`src/rtl/accum12_if.sv`:
```
// ---------------------------------------------------------------------------
// accum12_if -- operand / result handshake bundle for accum12.
//
// Signals
//   start      master->slave  begin a transaction (honoured only when idle)
//   a          master->slave  12-bit operand word
//   cin        master->slave  carry-in added together with a
//   in_valid   master->slave  a/cin pair presented this cycle
//   in_ready   slave->master  block accepts an operand this cycle
//   out_ready  master->slave  downstream consumes the result
//   out_valid  slave->master  acc/cout/ovf/count hold a completed result
//   acc        slave->master  running / final sum modulo 4096
//   cout       slave->master  carry-out of the most recent addition
//   ovf        slave->master  sticky OR of all carry-outs this transaction
//   count      slave->master  operands accepted this transaction
// ---------------------------------------------------------------------------
interface accum12_if;
    logic        start;
    logic [11:0] a;
    logic        cin;
    logic        in_valid;
    logic        in_ready;
    logic        out_ready;
    logic        out_valid;
    logic [11:0] acc;
    logic        cout;
    logic        ovf;
    logic [3:0]  count;

    modport master (
        output start, a, cin, in_valid, out_ready,
        input  in_ready, out_valid, acc, cout, ovf, count
    );

    modport slave (
        input  start, a, cin, in_valid, out_ready,
        output in_ready, out_valid, acc, cout, ovf, count
    );
endinterface

```
`src/rtl/accum12.sv`:
```
// ---------------------------------------------------------------------------
// accum12 -- sums NUM_OPS 12-bit operands (each with its own carry-in) into a
// 12-bit accumulator, tracking the last carry-out and a sticky overflow flag.
//
// Parameters
//   NUM_OPS   operands per transaction, 1..15
// Ports
//   clk       rising-edge clock
//   rst       asynchronous, active-high reset
//   bus       accum12_if.slave handshake bundle (see accum12_if.sv)
//
// Flow: IDLE --start--> ACCUM --NUM_OPS acceptances--> DONE --out_ready--> IDLE
// in_ready / out_valid are decoded purely from state and the datapath is fully
// registered, so there is no combinational path from any input to any output.
// ---------------------------------------------------------------------------
module accum12 #(
    parameter int NUM_OPS = 4
) (
    input  logic      clk,
    input  logic      rst,
    accum12_if.slave  bus
);

    typedef enum logic [1:0] {
        IDLE  = 2'd0,
        ACCUM = 2'd1,
        DONE  = 2'd2
    } state_t;

    // Count value held just before the final acceptance of a transaction.
    localparam logic [3:0] LAST_COUNT = 4'(NUM_OPS - 1);

    state_t      state, state_next;
    logic [11:0] acc_q;
    logic        cout_q;
    logic        ovf_q;
    logic [3:0]  count_q;
    logic        accept;
    logic [12:0] sum;

    assign accept = (state == ACCUM) && bus.in_valid;

    // 13-bit sum: bit 12 is the carry-out of this addition.
    assign sum = {1'b0, acc_q} + {1'b0, bus.a} + {12'd0, bus.cin};

    // NOTE: every combinationally assigned signal gets a default before the
    // case statement, so no path leaves it unassigned and no latch is inferred.
    always_comb begin
        state_next = state;
        case (state)
            IDLE:    if (bus.start)                         state_next = ACCUM;
            ACCUM:   if (accept && (count_q == LAST_COUNT)) state_next = DONE;
            DONE:    if (bus.out_ready)                     state_next = IDLE;
            default:                                        state_next = IDLE;
        endcase
    end

    // NOTE: sequential state uses non-blocking assignments so every register
    // samples pre-edge values, independent of statement order.
    always_ff @(posedge clk or posedge rst) begin
        if (rst) begin
            state <= IDLE;
        end else begin
            state <= state_next;
        end
    end

    // NOTE: the result registers are reset along with the FSM because their
    // values are architecturally visible right after reset, not just after start.
    always_ff @(posedge clk or posedge rst) begin
        if (rst) begin
            acc_q   <= 12'd0;
            cout_q  <= 1'b0;
            ovf_q   <= 1'b0;
            count_q <= 4'd0;
        end else if ((state == IDLE) && bus.start) begin
            acc_q   <= 12'd0;
            cout_q  <= 1'b0;
            ovf_q   <= 1'b0;
            count_q <= 4'd0;
        end else if (accept) begin
            acc_q   <= sum[11:0];
            cout_q  <= sum[12];
            ovf_q   <= ovf_q | sum[12];
            count_q <= count_q + 4'd1;
        end
        // Otherwise (stall, DONE, IDLE without start) everything holds, so the
        // last result stays readable after the block returns to IDLE.
    end

    assign bus.in_ready  = (state == ACCUM);
    assign bus.out_valid = (state == DONE);
    assign bus.acc       = acc_q;
    assign bus.cout      = cout_q;
    assign bus.ovf       = ovf_q;
    assign bus.count     = count_q;

endmodule

```
`src/flat_wrapper.sv`:
```
// flat-port wrapper written by rule: the top's interface ports become plain ports
module accum12_flat 
#(
    parameter int NUM_OPS = 4
)
  (clk, rst, bus_start, bus_a, bus_cin, bus_in_valid, bus_out_ready, bus_in_ready, bus_out_valid, bus_acc, bus_cout, bus_ovf, bus_count);
  accum12_if bus_i ();
  input  logic clk;
  input  logic rst;
  input wire logic [$bits(bus_i.start)-1:0] bus_start;
  input wire logic [$bits(bus_i.a)-1:0] bus_a;
  input wire logic [$bits(bus_i.cin)-1:0] bus_cin;
  input wire logic [$bits(bus_i.in_valid)-1:0] bus_in_valid;
  input wire logic [$bits(bus_i.out_ready)-1:0] bus_out_ready;
  output wire logic [$bits(bus_i.in_ready)-1:0] bus_in_ready;
  output wire logic [$bits(bus_i.out_valid)-1:0] bus_out_valid;
  output wire logic [$bits(bus_i.acc)-1:0] bus_acc;
  output wire logic [$bits(bus_i.cout)-1:0] bus_cout;
  output wire logic [$bits(bus_i.ovf)-1:0] bus_ovf;
  output wire logic [$bits(bus_i.count)-1:0] bus_count;
  assign bus_i.start = bus_start;
  assign bus_i.a = bus_a;
  assign bus_i.cin = bus_cin;
  assign bus_i.in_valid = bus_in_valid;
  assign bus_i.out_ready = bus_out_ready;
  assign bus_in_ready = bus_i.in_ready;
  assign bus_out_valid = bus_i.out_valid;
  assign bus_acc = bus_i.acc;
  assign bus_cout = bus_i.cout;
  assign bus_ovf = bus_i.ovf;
  assign bus_count = bus_i.count;
  accum12 #(.NUM_OPS(NUM_OPS)) u_core (.clk(clk), .rst(rst), .bus(bus_i));
endmodule
```
`config.mk`:
```
export PLATFORM = sky130hd
export DESIGN_NAME = accum12_flat
export DESIGN_NICKNAME = d
export VERILOG_FILES = /design/src/rtl/accum12_if.sv /design/src/rtl/accum12.sv /design/src/flat_wrapper.sv
export SDC_FILE = /design/constraint.sdc
export NUM_CORES = 1
export LEC_CHECK = 0
export BUFFER_PORTS_ARGS = -buffer_cell sky130_fd_sc_hd__buf_4
export CORE_MARGIN = 8
export CORE_UTILIZATION = 47
export DETAILED_ROUTE_END_ITERATION = 8
export GPL_ROUTABILITY_DRIVEN = 0
export HOLD_SLACK_MARGIN = 0.1
export PLACE_DENSITY = 0.76
export SYNTH_ARGS = -nofsm -noshare
export SYNTH_HDL_FRONTEND = slang
export SYNTH_SLANG_ARGS = --single-unit
```
`constraint.sdc`:
```
create_clock -name clk -period 2.3 [get_ports clk]
set_clock_uncertainty 0.1 [all_clocks]
set_input_delay 0.115 -clock clk [delete_from_list [all_inputs] [get_ports clk]]
set_output_delay 0.115 -clock clk [all_outputs]
set_load 0.005 [all_outputs]
```
==> reports/metrics.yaml, run 1 <==
route:
  via_per_inst: 5.68
  wl_um: 3540
  vias: 1283
  wl_per_cell_um: 15.6
  dr.pass1.iters: 4
  drc: 0
  ant_nets: 0
  first_iter_violations: 46
sta:
  fin_tns_setup_ns: 0
  fin_crit_sh_pct: 97.6
  grt_setup_unrepaired: "yes"
  max_slew_margin_pct: 48.4
  worst_pin_slew_ns: 0.773
  fin_crit_ns: 2.24
  holdWs_ns: 0.168
  finalSetupViolCount: 0
  hold_viol_final: 0
  slew_viol_final: 0
  max_freq_mhz: 446
  finalWorstSetupSlack_ns: 0.0560
setup_path:
  crit_fanout: 2
  cp.arrival_ns: 2.39
  crit_type: "register to register"
  crit_path_cell_trace: "inv_2, fa_2, fa_2, nand2b_4, a211oi_2, buf_4, o2111ai_2, a31o_2, o21ai_1"
  endpoint_kind: "register"
  cp-start-kind: "register"
  timing.rr.start: "u_core.bus.acc[0]$_DFFE_PP0P_"
  startpoint: "u_core.bus.acc[0]$_DFFE_PP0P_"
  slowest_stage: "dfrtp_1"
  path_buf_inv: 2
  required_ns: 2.45
  critPathTopFamily: "adder cells"
  slowest_delay_ns: 0.38
  worst_path_most_repeated_cell: "fa_2"
yosys:
  synth-edff-count: 0
  synth_area_leader_cell: "dfrtp_1"
  syn_nets: 178
  synth_warnings: 0
  postSynthAreaPerCell_um2: 9.39
  synth.area.top_cells: "dfrtp_1, ha_1, o21ai_0"
  synth_top_area_share_pct: 36.5
  postSynthCellCount: 146
  syn_area_mm2: 0.00137
  ys.flop_type: "dfrtp_1"
  ys_ff_latch: 20
  async_flop_share_pct: 100
  ys_types: 35
  yosysSeqAreaShare_pct: 36.5
pwr:
  power_leakage_nw: 0.919
  p_total_mw: 2.42
  p_per_area_mw_per_mm2: 1310
  ir_drop_v: 0.000879
worst_hold_path:
  hold_class: "input pin to register"
  hp-start: "bus_a[1]"
grt:
  gr-total-overflow: 0
  grt_pass1_vias: 1378
  antenna_found_initial: 0
  grt_first_pass_wirelength_um: 5950
  grt_max_degree: 21
  groute.usage.overall_pct: 14.1
clocking:
  cts-root-buf: "clkbuf_4"
  clk_latency_ns: 0.31
  clk_pin_slew_worst_paths_ns: 0.12
  cts_max_level: 1
  cts_tree: "done"
  clock_sinks: 20
  clockBufferDepth: 2
  cts_buffers: 3
die:
  initial_utilization_pct: 49.7
  dieHeight_um: 70.0
  core_area_mm2: 0.00276
  die_area_mm2: 0.00490
  io_pins: 38
  fp-row-count: 19
  die_w_um: 70.0
final_layout:
  insertedDiodeCount: 0
  nNetsFinal: 228
  area_growth_pct: 34.5
  drive_gt1_share_pct: 31.3
place:
  io_buffers: 37
  dpl_worst_slack_ns: -0.0279
  place_hpwl_um: 2660
run_status:
  outcome: "finished, final reports clean"
run:
  max_cap_violations: 0
[cells by family (layout without fill, tap and decap cells)]
logic type | after synthesis | after routing | synth area share, %
buf+inv | 10 | 59 | 2.92
xor+xnor | 8 | 8 | 5.11
simple gates | 45 | 45 | 16.6
flops | 20 | 20 | 36.5
compound gates | 49 | 49 | 25.0
fa+ha+maj | 14 | 14 | 13.9
[metrics by stage]
stage | instance area [µm²] | cells | utilization [%]
6_report | 1840 | 226 | 66.9
5_1_grt | 1840 | 226 | 66.9
4_1_cts | 1820 | 224 | 65.8
3_5_place_dp | 1720 | 216 | 62.3
3_3_place_gp | 1720 | 216 | 62.3
2_1_floorplan | 1380 | 146 | -
[metal layers]
| layer | GRT usage, % | share of wire (%) | up-vias |
|---|---|---|---|
| met5 | 0 | 0 | - |
| met4 | 5.58 | 1.0 | 0 |
| met3 | 3.53 | 5.5 | 5 |
| met2 | 25.7 | 51 | 37 |
| met1 | 15.2 | 43 | 608 |
| li1 | - | - | 633 |
[final timing paths]
| kind | to | slack (ns) | cells after the start |
|---|---|---|---|
| worst min register to register | u_core.bus.cout$_DFFE_PP0P_ | 0.40 | 2 |
| min in group asynchronous | u_core.bus.acc[3]$_DFFE_PP0P_ | 0.39 | 3 |
| worst min-delay path | u_core.bus.acc[1]$_DFFE_PP0P_ | 0.17 | 4 |
| worst max-delay path | u_core.bus.ovf$_DFFE_PP0P_ | 0.06 | 9 |
| worst max register to register | u_core.bus.ovf$_DFFE_PP0P_ | 0.06 | 9 |
| max in group asynchronous | u_core.bus.acc[2]$_DFFE_PP0P_ | 1.23 | 3 |
[worst min-delay path: stages]
cell and delay, ns:
buf_4 0.12, inv_1 0.06, fa_2 0.19, a211oi_1 0.07
[power breakdown]
group	total [mW]	switching (mW)	internal [mW]
Sequential	0.650	0.139	0.511
Combinational	1.48	0.730	0.750
Clock	0.292	0.115	0.176
[final cells by class]
class	count	area, µm²
multi-input cells	116	862
clock buffers	3	22.5
inverters	8	30.0
clock inverters	1	30.0
fillers	224	913
repair buffers	47	360
well taps	31	38.8
flip-flops and latches	20	500
[cell usage after synthesis (all sizes together), types with 2 or more instances]
cell type,count
o21ai,12
nor2b,6
and3,2
a21o,6
xnor2,3
ha,12
a32o,5
a21oi,9
nand2b,3
nand4,2
o2111ai,2
inv,8
nand2,13
nor2,11
xor2,5
fa,2
dfrtp,20
or3,4
buf,2
a31o,2
a211oi,3
o21a,4
[registers in the layout, indices dropped and copies added (netlist names)]
| register | count |
|---|---|
| u_core.bus.acc | 12 |
| u_core.bus.count | 4 |
| u_core.bus.cout | 1 |
| u_core.bus.ovf | 1 |
| u_core.state | 2 |
[layout by cell type, fill, tap and decap left out, drive strengths merged, types with 2 or more instances in the layout]
cell and n:
inv 8, nand4 2, o2111ai 2, or3 4, ha 12, xnor2 3
nor2 11, o21ai 12, a21oi 9, a211oi 3, and3 2, dlygate4sd3 3
nand2 13, a32o 5, dfrtp 20, a21o 6, nor2b 6, nand2b 3
fa 2, xor2 5, o21a 4, clkbuf 3, a31o 2, buf 44
[what timing repair did]
action                     CTS  global route
pin swaps                    2             6
buffers inserted             1             2
gates resized for setup      2             5
setup endpoints to repair    3             7
cloned                       0             0
hold buffers                 3             0
hold endpoints to repair    22             0
Power figures use the tool's default switching activity.
==> run 2: changes to the inputs <==
--- a/config.mk
+++ b/config.mk
@@ -5,9 +5,10 @@
 export SDC_FILE = /design/constraint.sdc
 export NUM_CORES = 1
 export LEC_CHECK = 0
+export ABC_AREA = 1
 export BUFFER_PORTS_ARGS = -buffer_cell sky130_fd_sc_hd__buf_4
 export CORE_MARGIN = 8
-export CORE_UTILIZATION = 47
+export CORE_UTILIZATION = 48
 export DETAILED_ROUTE_END_ITERATION = 8
 export GPL_ROUTABILITY_DRIVEN = 0
 export HOLD_SLACK_MARGIN = 0.1
==> reports/metrics.yaml, run 2 <==
run_status:
  outcome: "finished, final reports clean"
yosys:
  synth_area_leader_cell: "dfrtp_1"
  synth_mux_area_share_pct: 0  # unchanged
  synth_warnings: 0  # unchanged
  syn_area_mm2: 0.00155  # +13%
  yosysSeqAreaShare_pct: 32.2  # -4.3 points
  async_flop_share_pct: 100  # unchanged
  postSynthCellCount: 226  # +55%
  postSynthAreaPerCell_um2: 6.87  # -27%
  ys_ff_latch: 20  # unchanged
  ys_types: 26  # -26%
  ys.flop_type: "dfrtp_1"
  synth_compound_area_share_pct: 7.82  # -17 points
  synth-edff-count: 0  # unchanged
  yosys.area_share.xor_xnor_pct: 1.13  # -4.0 points
  synth_top_family_by_area: "simple AND/OR/NAND/NOR gates"
  yosysMostFrequentCell: "nand2_1"
  synth-simple-area-share_pct: 33.8  # +17 points
  syn_nets: 258  # +45%
  synth_top_area_share_pct: 32.2  # -4.3 points
  ys_top_cells_by_count: "nand2_1, inv_1, dfrtp_1"
  synth.area.top_cells: "dfrtp_1, nand2_1, ha_1"
  synth_fa_ha_area_share_pct: 12.2  # -1.6 points
sta:
  max_slew_margin_pct: 48.1  # -0.30 points
  worst_pin_slew_ns: 0.778  # +0.00444 ns
  max_freq_mhz: 471  # +5.8%
  finalSetupViolCount: 0  # unchanged
  slew_viol_final: 0  # unchanged
  fin_crit_ns: 2.12  # -0.122 ns
  fin_tns_setup_ns: 0  # unchanged
  holdWs_ns: 0.128  # -0.0397 ns
  fin_crit_sh_pct: 92.3  # -5.3 points
  hold_viol_final: 0  # unchanged
setup_path:
  required_ns: 2.45  # about the same
  cp.arrival_ns: 2.27  # -0.12 ns
  slowest_delay_ns: 0.46  # +0.08 ns
  path_buf_inv: 2  # unchanged
  worst_path_most_repeated_cell: "nand3_1"
  crit_fanout: 5  # +3
  endpoint_kind: "register"
  crit_path_cell_trace: "inv_1, fa_1, fa_1, inv_1, nand3_1, nand3_2, nand3_1, nand3_1, nand2_2, a21oi_1"
  crit_type: "register to register"
  cp-start-kind: "register"
  critPathTopFamily: "adder cells"
  slowest_stage: "fa_1"
final_layout:
  nNetsFinal: 302  # +32%
  final_core_util_pct: 62.9  # -4.0 points
  drive_gt1_share_pct: 19.7  # -12 points
  insertedDiodeCount: 0  # unchanged
  mostFrequentLayoutCells: "nand2_1, inv_1, buf_4"
  largest_register_ff_count: 12  # unchanged
  area_growth_pct: 24.7
  final_common_cell: "nand2_1"
clocking:
  cts_max_level: 1  # unchanged
  clock_sinks: 20  # unchanged
  clk_latency_ns: 0.31  # about the same
  clk_pin_slew_worst_paths_ns: 0.13  # about the same
  cts_tree: "done"
  cts_buffers: 3  # unchanged
  cts_setup_buffers: 0  # -1
  cts-root-buf: "clkbuf_4"
  clockBufferDepth: 2  # unchanged
die:
  core_area_mm2: 0.00308  # +12%
  initial_utilization_pct: 50.4  # +0.72 points
  dieHeight_um: 72.9  # +4.1%
  die_w_um: 72.9  # +4.1%
  fp-row-count: 20  # +1
  io_pins: 38  # unchanged
  die_area_mm2: 0.00531  # +8.3%
pwr:
  power_leakage_nw: 1.13  # +23%
  ir_drop_v: 0.000624  # -29%
  p_per_area_mw_per_mm2: 1200  # -8.2%
route:
  ant_nets: 0  # unchanged
  wl_per_cell_um: 11.9  # -24%
  dr.pass1.iters: 4  # unchanged
  first_iter_violations: 49  # +6.5%
  vias: 1478  # +15%
  via_per_inst: 4.72  # -17%
  drc: 0  # unchanged
  wl_um: 3710  # +5.0%
worst_hold_path:
  hold_class: "input pin to register"
place:
  io_buffers: 37  # unchanged
  place_hpwl_um: 2930  # +10%
grt:
  antenna_found_initial: 0  # unchanged
  gr-total-overflow: 0  # unchanged
  grt_first_pass_wirelength_um: 6320  # +6.3%
  groute.usage.overall_pct: 15.0  # +0.86 points
  grt_pass1_vias: 1417  # +2.8%
  grt_max_degree: 21  # unchanged
run:
  max_cap_violations: 0  # unchanged
## run 2: cell types whose count changed after synthesis, sizes merged, moves of 4 or more
| cell | change |
|---|---|
| nand2 | +72 |
| inv | +35 |
| nand3 | +15 |
| a21o | -6 |
| nor2 | +6 |
| nor2b | -6 |
| a32o | -5 |
| o21ai | -5 |
| o21a | -4 |
| or3 | -4 |
## run 2: routing by layer
layer	global-route usage (%)	share of wire (%)	vias to the layer above
met1	18.3	47	670
met2	25.0	47	20
met4	4.67	1.1	0
met3	3.85	4.1	2
li1	-	-	786
met5	0	0	-
## run 2: kinds of logic (layout without fill, tap and decap cells)
logic type	after synthesis	count (layout)
flops	20	20
compound gates	21	21
buf+inv	45	88
fa+ha+maj	14	14
simple gates	124	124
xor+xnor	2	2
## run 2: where the power goes
part / internal, mW / switching, mW / leakage (nW)
clock network: 0.0968 / 0.117 / 0.0210
registers: 0.510 / 0.135 / 0.251
logic: 0.634 / 0.839 / 0.857
## run 2: repair_timing
action	CTS	global route
hold buffers	4	0
setup endpoints to repair	0	3
endpoints found under the hold margin	27	0
gates resized for setup	0	1
## run 2: final timing paths
kind | start | to | slack, ns | depth (start not counted)
setup / recovery | u_core.bus.acc[0]$_DFFE_PP0P_ | u_core.bus.ovf$_DFFE_PP0P_ | 0.18 | 10
hold / removal | bus_a[11] | u_core.bus.acc[11]$_DFFE_PP0P_ | 0.13 | 5
setup reg to reg | u_core.bus.acc[0]$_DFFE_PP0P_ | u_core.bus.ovf$_DFFE_PP0P_ | 0.18 | 10
hold reg to reg | u_core.bus.cout$_DFFE_PP0P_ | u_core.bus.cout$_DFFE_PP0P_ | 0.41 | 2
max in group asynchronous | rst | u_core.bus.acc[2]$_DFFE_PP0P_ | 1.22 | 3
min in group asynchronous | rst | u_core.bus.acc[7]$_DFFE_PP0P_ | 0.38 | 3
## run 2: final cells by class
type                    count  area (µm²)
fillers                   312        1140
inverters                  43         166
flip-flops and latches     20         500
clock buffers               4        36.3
multi-input cells         161         860
well taps                  44        55.1
repair buffers             41         318
## run 2: worst register-to-register path: cells and delay by family, from the launching register on
| family | cells | cell delay [ns] |
|---|---|---|
| AOI/OAI and AO/OA | 1 | 0.14 |
| and+or+nand+nor | 5 | 0.41 |
| buffers and inverters | 2 | 0.16 |
| adders and majority gates | 2 | 0.88 |
| DFF | 1 | 0.36 |
## run 2: stage by stage
stage / instance area (µm²) / instances / worst slack [ns] / total power [mW]
3_3_place_gp: 1850 / 305 / 0.246 / 2.08
3_5_place_dp: 1850 / 305 / 0.132 / 2.12
4_1_cts: 1930 / 313 / 0.122 / 2.34
2_1_floorplan: 1550 / 226 / 0.308 / 1.66
6_report: 1940 / 313 / 0.178 / 2.33
5_1_grt: 1940 / 313 / -0.0160 / 2.59
==> run 3: changes to the inputs <==
--- a/config.mk
+++ b/config.mk
@@ -7,12 +7,13 @@
 export LEC_CHECK = 0
 export ABC_AREA = 1
 export BUFFER_PORTS_ARGS = -buffer_cell sky130_fd_sc_hd__buf_4
+export CORE_ASPECT_RATIO = 1.4
 export CORE_MARGIN = 8
 export CORE_UTILIZATION = 48
 export DETAILED_ROUTE_END_ITERATION = 8
 export GPL_ROUTABILITY_DRIVEN = 0
 export HOLD_SLACK_MARGIN = 0.1
-export PLACE_DENSITY = 0.76
+export PLACE_DENSITY = 0.87
 export SYNTH_ARGS = -nofsm -noshare
 export SYNTH_HDL_FRONTEND = slang
 export SYNTH_SLANG_ARGS = --single-unit
==> reports/metrics.yaml, run 3 (synthesis gave the netlist of run 2 again) <==
setup_path:
  critPathTopFamily: "adder cells"
  slowest_delay_ns: 0.46  # about the same
  crit_fanout: 5  # unchanged
  crit_path_cell_trace: "inv_1, fa_1, fa_1, inv_1, nand3_1, nand3_2, nand3_1, nand3_1, nand2_2, a21oi_1"
  endpoint_kind: "register"
  crit_type: "register to register"
  cp-start-kind: "register"
  path_buf_inv: 2  # unchanged
  slowest_stage: "fa_1"
  cp.arrival_ns: 2.21  # -0.06 ns
  required_ns: 2.39  # -0.06 ns
  worst_path_most_repeated_cell: "nand3_1"
route:
  wl_per_cell_um: 13.3  # +12%
  wl_um: 4070  # +9.6%
  first_iter_violations: 56  # +14%
  vias: 1560  # +5.5%
  dr.pass1.iters: 5  # +1
  ant_nets: 0  # unchanged
  drc: 0  # unchanged
  via_per_inst: 5.08  # +7.6%
pwr:
  p_per_area_mw_per_mm2: 1290  # +7.1%
  ir_drop_v: 0.000754  # +21%
  power_leakage_nw: 1.14  # +0.93%
final_layout:
  nNetsFinal: 301  # -0.33%
  fill_cells: 284  # -9.0%
  ff_latch_area_um2: 500  # unchanged
  final_common_cell: "nand2_1"
  design_area_mm2: 0.00195  # +0.97%
  multi_input_area_um2: 860  # unchanged
  drive_gt1_share_pct: 19.8  # +0.074 points
  insertedDiodeCount: 0  # unchanged
  area_growth_pct: 25.9
  largest_register_ff_count: 12  # unchanged
  mostFrequentLayoutCells: "nand2_1, inv_1, buf_4"
clocking:
  clk_latency_ns: 0.27  # -0.04 ns
  cts_tree: "done"
  cts-root-buf: "clkbuf_8"
  clock_sinks: 20  # unchanged
  clk_pin_slew_worst_paths_ns: 0.08  # -0.05 ns
  cts_buffers: 3  # unchanged
  clockBufferDepth: 2  # unchanged
  cts_max_level: 1  # unchanged
sta:
  fin_tns_setup_ns: 0  # unchanged
  finalWorstSetupSlack_ns: 0.181  # +0.00266 ns
  worst_pin_slew_ns: 0.793  # +0.0156 ns
  fin_crit_sh_pct: 92.1  # -0.12 points
  holdWs_ns: 0.119  # -0.00949 ns
  max_slew_margin_pct: 47.0  # -1.0 points
  max_freq_mhz: 472  # +0.13%
  hold_viol_final: 0  # unchanged
  fin_crit_ns: 2.12  # -0.00266 ns
  finalSetupViolCount: 0  # unchanged
  slew_viol_final: 0  # unchanged
  grt_setup_unrepaired: "no"
die:
  die_area_mm2: 0.00534  # +0.49%
  dieHeight_um: 83.3  # +14%
  core_area_mm2: 0.00309  # +0.49%
  io_pins: 38  # unchanged
  die_w_um: 64.1  # -12%
  fp-row-count: 24  # +20%
  initial_utilization_pct: 50.2  # -0.24 points
grt:
  groute.usage.overall_pct: 15.8  # +0.75 points
  grt_first_pass_wirelength_um: 7040  # +11%
  grt_max_degree: 21  # unchanged
  antenna_found_initial: 0  # unchanged
  grt_pass1_vias: 1622  # +14%
  gr-total-overflow: 0  # unchanged
place:
  place_hpwl_um: 3090  # +5.5%
  place_area_mm2: 0.00185  # -0.34%
  dpl_worst_slack_ns: 0.155  # +0.0234 ns
  io_buffers: 37  # unchanged
worst_hold_path:
  hold_class: "input pin to register"
run:
  max_cap_violations: 0  # unchanged
run_status:
  outcome: "finished, final reports clean"
[run 3: cell types whose count changed in the layout (fill, tap and decap cells not counted), sizes merged]
cell / previous run / this run
clkbuf: 4 / 3
bufinv: 0 / 1
dlygate4sd3: 4 / 3
[run 3: worst register-to-register path: cells and delay by family (launching register included)]
family                   cells  cell delay (ns)
flip-flops                   1             0.35
AND/OR/NAND/NOR              5             0.43
adder cells (fa/ha/maj)      2             0.89
AO/OA/AOI/OAI                1             0.13
buffers and inverters        2             0.16
[run 3: area by class of cell]
cell class	count	share of cell area (%)
clock buffers	3	2.11
clock inverters	1	1.54
inverters	43	8.51
multi-input cells	161	44.0
flip-flops and latches	20	25.6
well taps	39	2.50
repair buffers	40	15.7
[run 3: final timing paths]
kind	start	end	slack, ns	cells past startpoint
worst min-delay path	bus_in_valid	u_core.bus.acc[2]$_DFFE_PP0P_	0.12	3
worst max register to register	u_core.bus.acc[0]$_DFFE_PP0P_	u_core.bus.ovf$_DFFE_PP0P_	0.18	10
worst min register to register	u_core.bus.cout$_DFFE_PP0P_	u_core.bus.cout$_DFFE_PP0P_	0.39	2
worst max-delay path	u_core.bus.acc[0]$_DFFE_PP0P_	u_core.bus.ovf$_DFFE_PP0P_	0.18	10
max in group asynchronous	rst	u_core.bus.acc[4]$_DFFE_PP0P_	1.15	3
min in group asynchronous	rst	u_core.bus.acc[7]$_DFFE_PP0P_	0.45	3
[run 3: what timing repair did]
item	CTS	global route
buffers inserted	0	0
hold endpoints to repair	22	0
hold buffers	3	0
resized for setup	0	1
endpoints found under the setup margin	0	3
[run 3: per-layer routing]
layer	vias to the layer above	GRT usage (%)	wire length [µm]
met5	-	0	0
met4	0	5.50	76
met3	9	3.49	217
met2	45	30.1	2200
met1	724	15.8	1580
li1	782	-	-
[run 3: stage by stage]
stage	util [%]	power, mW	cells
6_report	63.2	2.52	307
5_1_grt	63.2	2.78	307
4_1_cts	63.0	2.52	307
3_5_place_dp	59.7	2.13	300
3_3_place_gp	59.7	2.08	300
2_1_floorplan	-	1.66	226
[run 3: report_power, final]
| part | internal, mW | total [mW] | switching [mW] |
|---|---|---|---|
| Sequential | 0.511 | 0.653 | 0.142 |
| Combinational | 0.636 | 1.51 | 0.870 |
| Clock | 0.233 | 0.362 | 0.129 |
| Total | 1.38 | 2.52 | 1.14 |
